`config.mk`:
```
export PLATFORM = sky130hd
export DESIGN_NAME = rca_op_sequencer
export DESIGN_NICKNAME = d
export VERILOG_FILES = /design/src/rtl/rca_op_sequencer.sv
export SDC_FILE = /design/constraint.sdc
export NUM_CORES = 1
export LEC_CHECK = 0
export CORE_MARGIN = 10
export CORE_UTILIZATION = 42
export CTS_CLUSTER_SIZE = 30
export DETAILED_ROUTE_END_ITERATION = 6
export GPL_ROUTABILITY_DRIVEN = 1
export HOLD_SLACK_MARGIN = 0.05
export PLACE_DENSITY = 0.87
export SETUP_SLACK_MARGIN = 0.02
export SLEW_MARGIN = 25
export SYNTH_ARGS = -nofsm -noshare
export SYNTH_HDL_FRONTEND = slang
export SYNTH_SLANG_ARGS = --single-unit
```
`constraint.sdc`:
```
create_clock -name clk -period 2.6 [get_ports clk]
set_input_delay 0.26 -clock clk [delete_from_list [all_inputs] [get_ports clk]]
set_output_delay 0.26 -clock clk [all_outputs]
set_load 0.05 [all_outputs]
```
`src/rtl/rca_op_sequencer.sv`:
```
// Operand sequencer and result capture around a registered-carry ripple adder.
// Holds operands stable while carries settle, then captures and checks the sum.
module rca_op_sequencer #(
  parameter int WIDTH   = 16,
  parameter int LATENCY = 16,
  parameter int CNT_W   = 5
) (
  input  logic             clk,
  input  logic             Rs,
  input  logic             in_valid,
  output logic             in_ready,
  input  logic [WIDTH-1:0] in_a,
  input  logic [WIDTH-1:0] in_b,
  input  logic             in_cin,
  output logic [WIDTH-1:0] add_a,
  output logic [WIDTH-1:0] add_b,
  output logic             add_cin,
  output logic             add_clr,
  input  logic [WIDTH-1:0] add_sum,
  input  logic             add_carry,
  output logic             out_valid,
  input  logic             out_ready,
  output logic [WIDTH-1:0] out_sum,
  output logic             out_carry,
  output logic             out_ovf,
  output logic             err_flag
);

  typedef enum logic [1:0] {
    IDLE,
    CLR,
    SETTLE,
    DONE
  } state_t;

  localparam int MSB = WIDTH - 1;

  state_t             state_q, state_d;
  logic [CNT_W-1:0]   cnt_q, cnt_d;
  logic [WIDTH-1:0]   a_q, a_d;
  logic [WIDTH-1:0]   b_q, b_d;
  logic               cin_q, cin_d;
  logic [WIDTH-1:0]   sum_q, sum_d;
  logic               carry_q, carry_d;
  logic               ovf_q, ovf_d;
  logic               err_q, err_d;

  logic [WIDTH:0]     ref_sum;
  logic               mismatch;
  logic               ovf_now;

  always_ff @(posedge clk) begin
    if (Rs) begin
      state_q <= IDLE;
      cnt_q   <= '0;
      a_q     <= '0;
      b_q     <= '0;
      cin_q   <= 1'b0;
      sum_q   <= '0;
      carry_q <= 1'b0;
      ovf_q   <= 1'b0;
      err_q   <= 1'b0;
    end else begin
      state_q <= state_d;
      cnt_q   <= cnt_d;
      a_q     <= a_d;
      b_q     <= b_d;
      cin_q   <= cin_d;
      sum_q   <= sum_d;
      carry_q <= carry_d;
      ovf_q   <= ovf_d;
      err_q   <= err_d;
    end
  end

  // Behavioural reference, one bit wider so the carry-out is compared too
  always_comb begin
    ref_sum  = {1'b0, a_q} + {1'b0, b_q}
             + {{WIDTH{1'b0}}, cin_q};
    mismatch = ({add_carry, add_sum} != ref_sum);
    ovf_now  = (a_q[MSB] == b_q[MSB])
             & (add_sum[MSB] != a_q[MSB]);
  end

  always_comb begin
    state_d = state_q;
    cnt_d   = cnt_q;
    a_d     = a_q;
    b_d     = b_q;
    cin_d   = cin_q;
    sum_d   = sum_q;
    carry_d = carry_q;
    ovf_d   = ovf_q;
    err_d   = err_q;
    unique case (state_q)
      IDLE: begin
        if (in_valid) begin
          a_d     = in_a;
          b_d     = in_b;
          cin_d   = in_cin;
          state_d = CLR;
        end
      end
      CLR: begin
        cnt_d   = CNT_W'(LATENCY - 1);
        state_d = SETTLE;
      end
      SETTLE: begin
        if (cnt_q == '0) begin
          sum_d   = add_sum;
          carry_d = add_carry;
          ovf_d   = ovf_now;
          err_d   = err_q | mismatch;
          state_d = DONE;
        end else begin
          cnt_d = cnt_q - 1'b1;
        end
      end
      DONE: begin
        if (out_ready) state_d = IDLE;
      end
      default: state_d = IDLE;
    endcase
  end

  always_comb begin
    in_ready  = (state_q == IDLE) & ~Rs;
    add_clr   = (state_q == CLR) | Rs;
    out_valid = (state_q == DONE) & ~Rs;
    add_a     = a_q;
    add_b     = b_q;
    add_cin   = cin_q;
    out_sum   = sum_q;
    out_carry = carry_q;
    out_ovf   = ovf_q;
    err_flag  = err_q;
  end

endmodule

```
==> results.json <==
{
  "outcome": "complete, but fails checks",
  "violations": "setup timing",
  "hp-start": "Rs",
  "setup_viol": 1,
  "grt_pass1_vias": 3448,
  "crit_arrival_ns": 3.04,
  "p_int_mw": 2.42,
  "synth_edf_count": 0,
  "power_switching_mw": 1.84,
  "clock-sinks": 59,
  "rrSetupSlack_ns": -0.19,
  "fmax_mhz": 359,
  "drv_cap": 0,
  "yosys.cell_types.count": 49,
  "core_sq_um": 7810,
  "viasPerCell": 5.38,
  "r2r_end": "err_flag",
  "ant_nets": 0,
  "synthCells": 437,
  "post-cts-setup-buffers": 0,
  "ys.flop_type": "dfxtp_1",
  "critPathKind": "flop to flop",
  "cts_tree": "yes",
  "static-leakage-power_nw": 1.91,
  "cts_hold_buf": 0,
  "grt_max_degree": 34,
  "clkTransAtPathRegs_ns": 0.07,
  "hp-class": "primary input to flop",
  "ios": 109,
  "die_x_um": 110,
  "final_cell_mix": "nand2_1 (113), clkdlybuf4s50_1 (106), a21oi_1 (63)",
  "hold_end": "state_q[1]",
  "root_buffer": "clkbuf_8",
  "critPathLaunchType": "flop",
  "place.gp.congestion": 0.995,
  "swShare_pct": 43.2,
  "core.rowCount": 32,
  "start_util_pct": 43.5,
  "grt_pass1_wl_um": 17300,
  "finalWirelength_um": 11000,
  "ys_seq_area_share_pct": 34.8,
  "nFillCells": 691,
  "path_max_fanout": 2,
  "dp_hpwl_um": 8690,
  "drtIter0Drc": 208,
  "layout-drive-gt1-share_pct": 8.12,
  "layout.nets": 627,
  "num_vias": 3530,
  "hold_ws_ns": 0.420,
  "antenna_found_initial": 0,
  "port_buffers": 108,
  "timing.rr.start": "add_b[0]",
  "regArea_sq_um": 1190,
  "fin_crit_sh_pct": 107,
  "dr.pass1.iters": 5,
  "crit_required_ns": 2.85,
  "route.detailed.wl_per_inst_um": 16.7,
  "pwr-share-seq_pct": 28.5,
  "rsz0062_at_grt": "true",
  "cts_made_buffers": 9,
  "async_reset_ff_share_pct": 0,
  "die_y_um": 110,
  "place_area_sq_um": 4620,
  "final.min_clock_period_ns": 2.79,
  "finalHoldViolCount": 0,
  "cellPowerDensity_nw_per_um2": 878,
  "synth_nets": 515,
  "antenna_cells": 0,
  "maxSlewViolCount": 0,
  "yosysWarnings": 0,
  "insertion_delay_ns": 0.34,
  "reg2reg_depth": 9,
  "holdPathStages": 3,
  "utilization_pct": 62.2,
  "syn_to_final_growth_pct": 43.1,
  "final_area_sq_um": 4860,
  "drc": 0,
  "grt_overflow": 0,
  "multi_input_area_sq_um": 2070,
  "fin_ws_ns": -0.188,
  "h-tree-depth": 3,
  "combPwrFrac_pct": 49.5,
  "power_mw": 4.26,
  "grt_usage_pct": 18.3,
  "avgSynthCellArea_sq_um": 7.76,
  "dieArea_sq_um": 12100,
  "worst_pin_slew_ns": 0.550,
  "end_kind": "flop",
  "netlist_area_sq_um": 3390,
  "clockBufferDepth": 2,
  "finClkSkew_ns": 0.0111,
  "relSlewSlack_pct": 63.2,
  "ir_drop_uv": 592,
  "ys_ff_latch": 59,
  "final_common_cell": "nand2_1",
  "tns_ns": -0.188,
  "p_clk_share_pct": 22.0
}
[repair_timing]
action,CTS,global route
gates cloned,0,0
setup endpoints to repair,1,1
hold endpoints to repair,0,0
pin swaps,5,0
resized for setup,1,1
[cells in the mapped netlist (2+ instances only)]
cell / instances / area (sq um)
a211o_1: 7 / 61.3
a211oi_1: 7 / 52.6
a21o_1: 4 / 30.0
a21oi_1: 63 / 315
a31oi_1: 4 / 25.0
and2_1: 3 / 18.8
and3_1: 2 / 12.5
buf_2: 2 / 10.0
buf_6: 2 / 22.5
clkbuf_1: 18 / 67.6
dfxtp_1: 59 / 1180
fa_1: 2 / 40.0
ha_1: 22 / 275
inv_1: 15 / 56.3
mux2i_1: 4 / 40.0
nand2_1: 113 / 424
nand2b_1: 2 / 12.5
nand3_1: 5 / 25.0
nand3b_1: 2 / 15.0
nand4_1: 4 / 25.0
nor2_1: 13 / 48.8
nor2b_1: 5 / 31.3
nor3_1: 10 / 50.1
nor4_1: 3 / 18.8
nor4b_1: 2 / 17.5
o2111ai_1: 2 / 17.5
o211ai_1: 4 / 30.0
o21a_1: 5 / 37.5
o21ai_0: 7 / 35.0
o22ai_1: 3 / 18.8
or2_2: 3 / 18.8
or3_1: 4 / 25.0
xnor2_1: 11 / 96.3
xor2_1: 10 / 87.6
[routing by layer]
| layer | part of all wire [%] | up-vias | track usage, % |
|---|---|---|---|
| met5 | 0 | - | 0 |
| met4 | 1.8 | 0 | 6.04 |
| met3 | 9.9 | 18 | 7.43 |
| met2 | 46 | 153 | 29.3 |
| met1 | 42 | 1623 | 21.8 |
| li1 | - | 1736 | - |
[power by group through the flow]
stage	clock network (mW)	registers, mW	logic [mW]
6_report	0.937	1.22	2.11
5_1_grt	1.00	1.24	2.28
4_1_cts	0.955	1.22	2.10
3_5_place_dp	0	1.24	2.08
3_3_place_gp	0	1.23	2.04
2_1_floorplan	0	1.61	1.05
[stage by stage]
| step | setup slack [ns] | cells |
|---|---|---|
| 6_report | -0.188 | 656 |
| 5_1_grt | -0.325 | 656 |
| 4_1_cts | -0.156 | 656 |
| 3_5_place_dp | -0.203 | 640 |
| 3_3_place_gp | -0.150 | 640 |
| 2_1_floorplan | -0.250 | 437 |
[registers in the layout, summed over array words and instances (netlist names)]
name       count
add_b         16
state_q        2
out_sum       16
out_ovf        1
cnt_q          5
err_flag       1
add_cin        1
add_a         16
out_carry      1
[layout make-up]
type                            count  area share [%]
Timing Repair Buffer              124            24.6
Multi-Input combinational cell    340            42.6
Sequential cell                    59            24.5
Clock buffer                       12            2.99
Tap cell                          102            2.63
Inverter                           15            1.16
Clock inverter                      4            1.52
[worst max-delay path, stage by stage (launching register included)]
cell and delay, ns:
dfxtp_4 0.35, fa_2 0.40, fa_2 0.36, a211o_1 0.30, a311oi_2 0.27, nor3b_1 0.11
or3_1 0.33, mux2i_1 0.14, a21o_1 0.20, a311oi_1 0.25
[cell families after synthesis]
logic type	share of synthesized area, %
buffers and inverters	4.72
adder cells (fa/ha/maj)	9.29
flip-flops	34.8
XOR/XNOR	6.12
multiplexers	1.18
AND/OR/NAND/NOR	22.6
AO/OA/AOI/OAI	21.3
[worst max path at each step]
stage / start / slack [ns] / to / depth (start not counted)
6_report: add_b[0] / -0.19 / err_flag / 9
5_1_grt: add_b[0] / -0.33 / err_flag / 10
4_1_cts: add_b[0] / -0.16 / err_flag / 9
3_5_place_dp: add_b[0] / -0.20 / err_flag / 9
3_3_place_gp: add_b[0] / -0.15 / err_flag / 9
2_1_floorplan: add_b[0] / -0.25 / err_flag / 9
(Power assumes the default switching activity.)
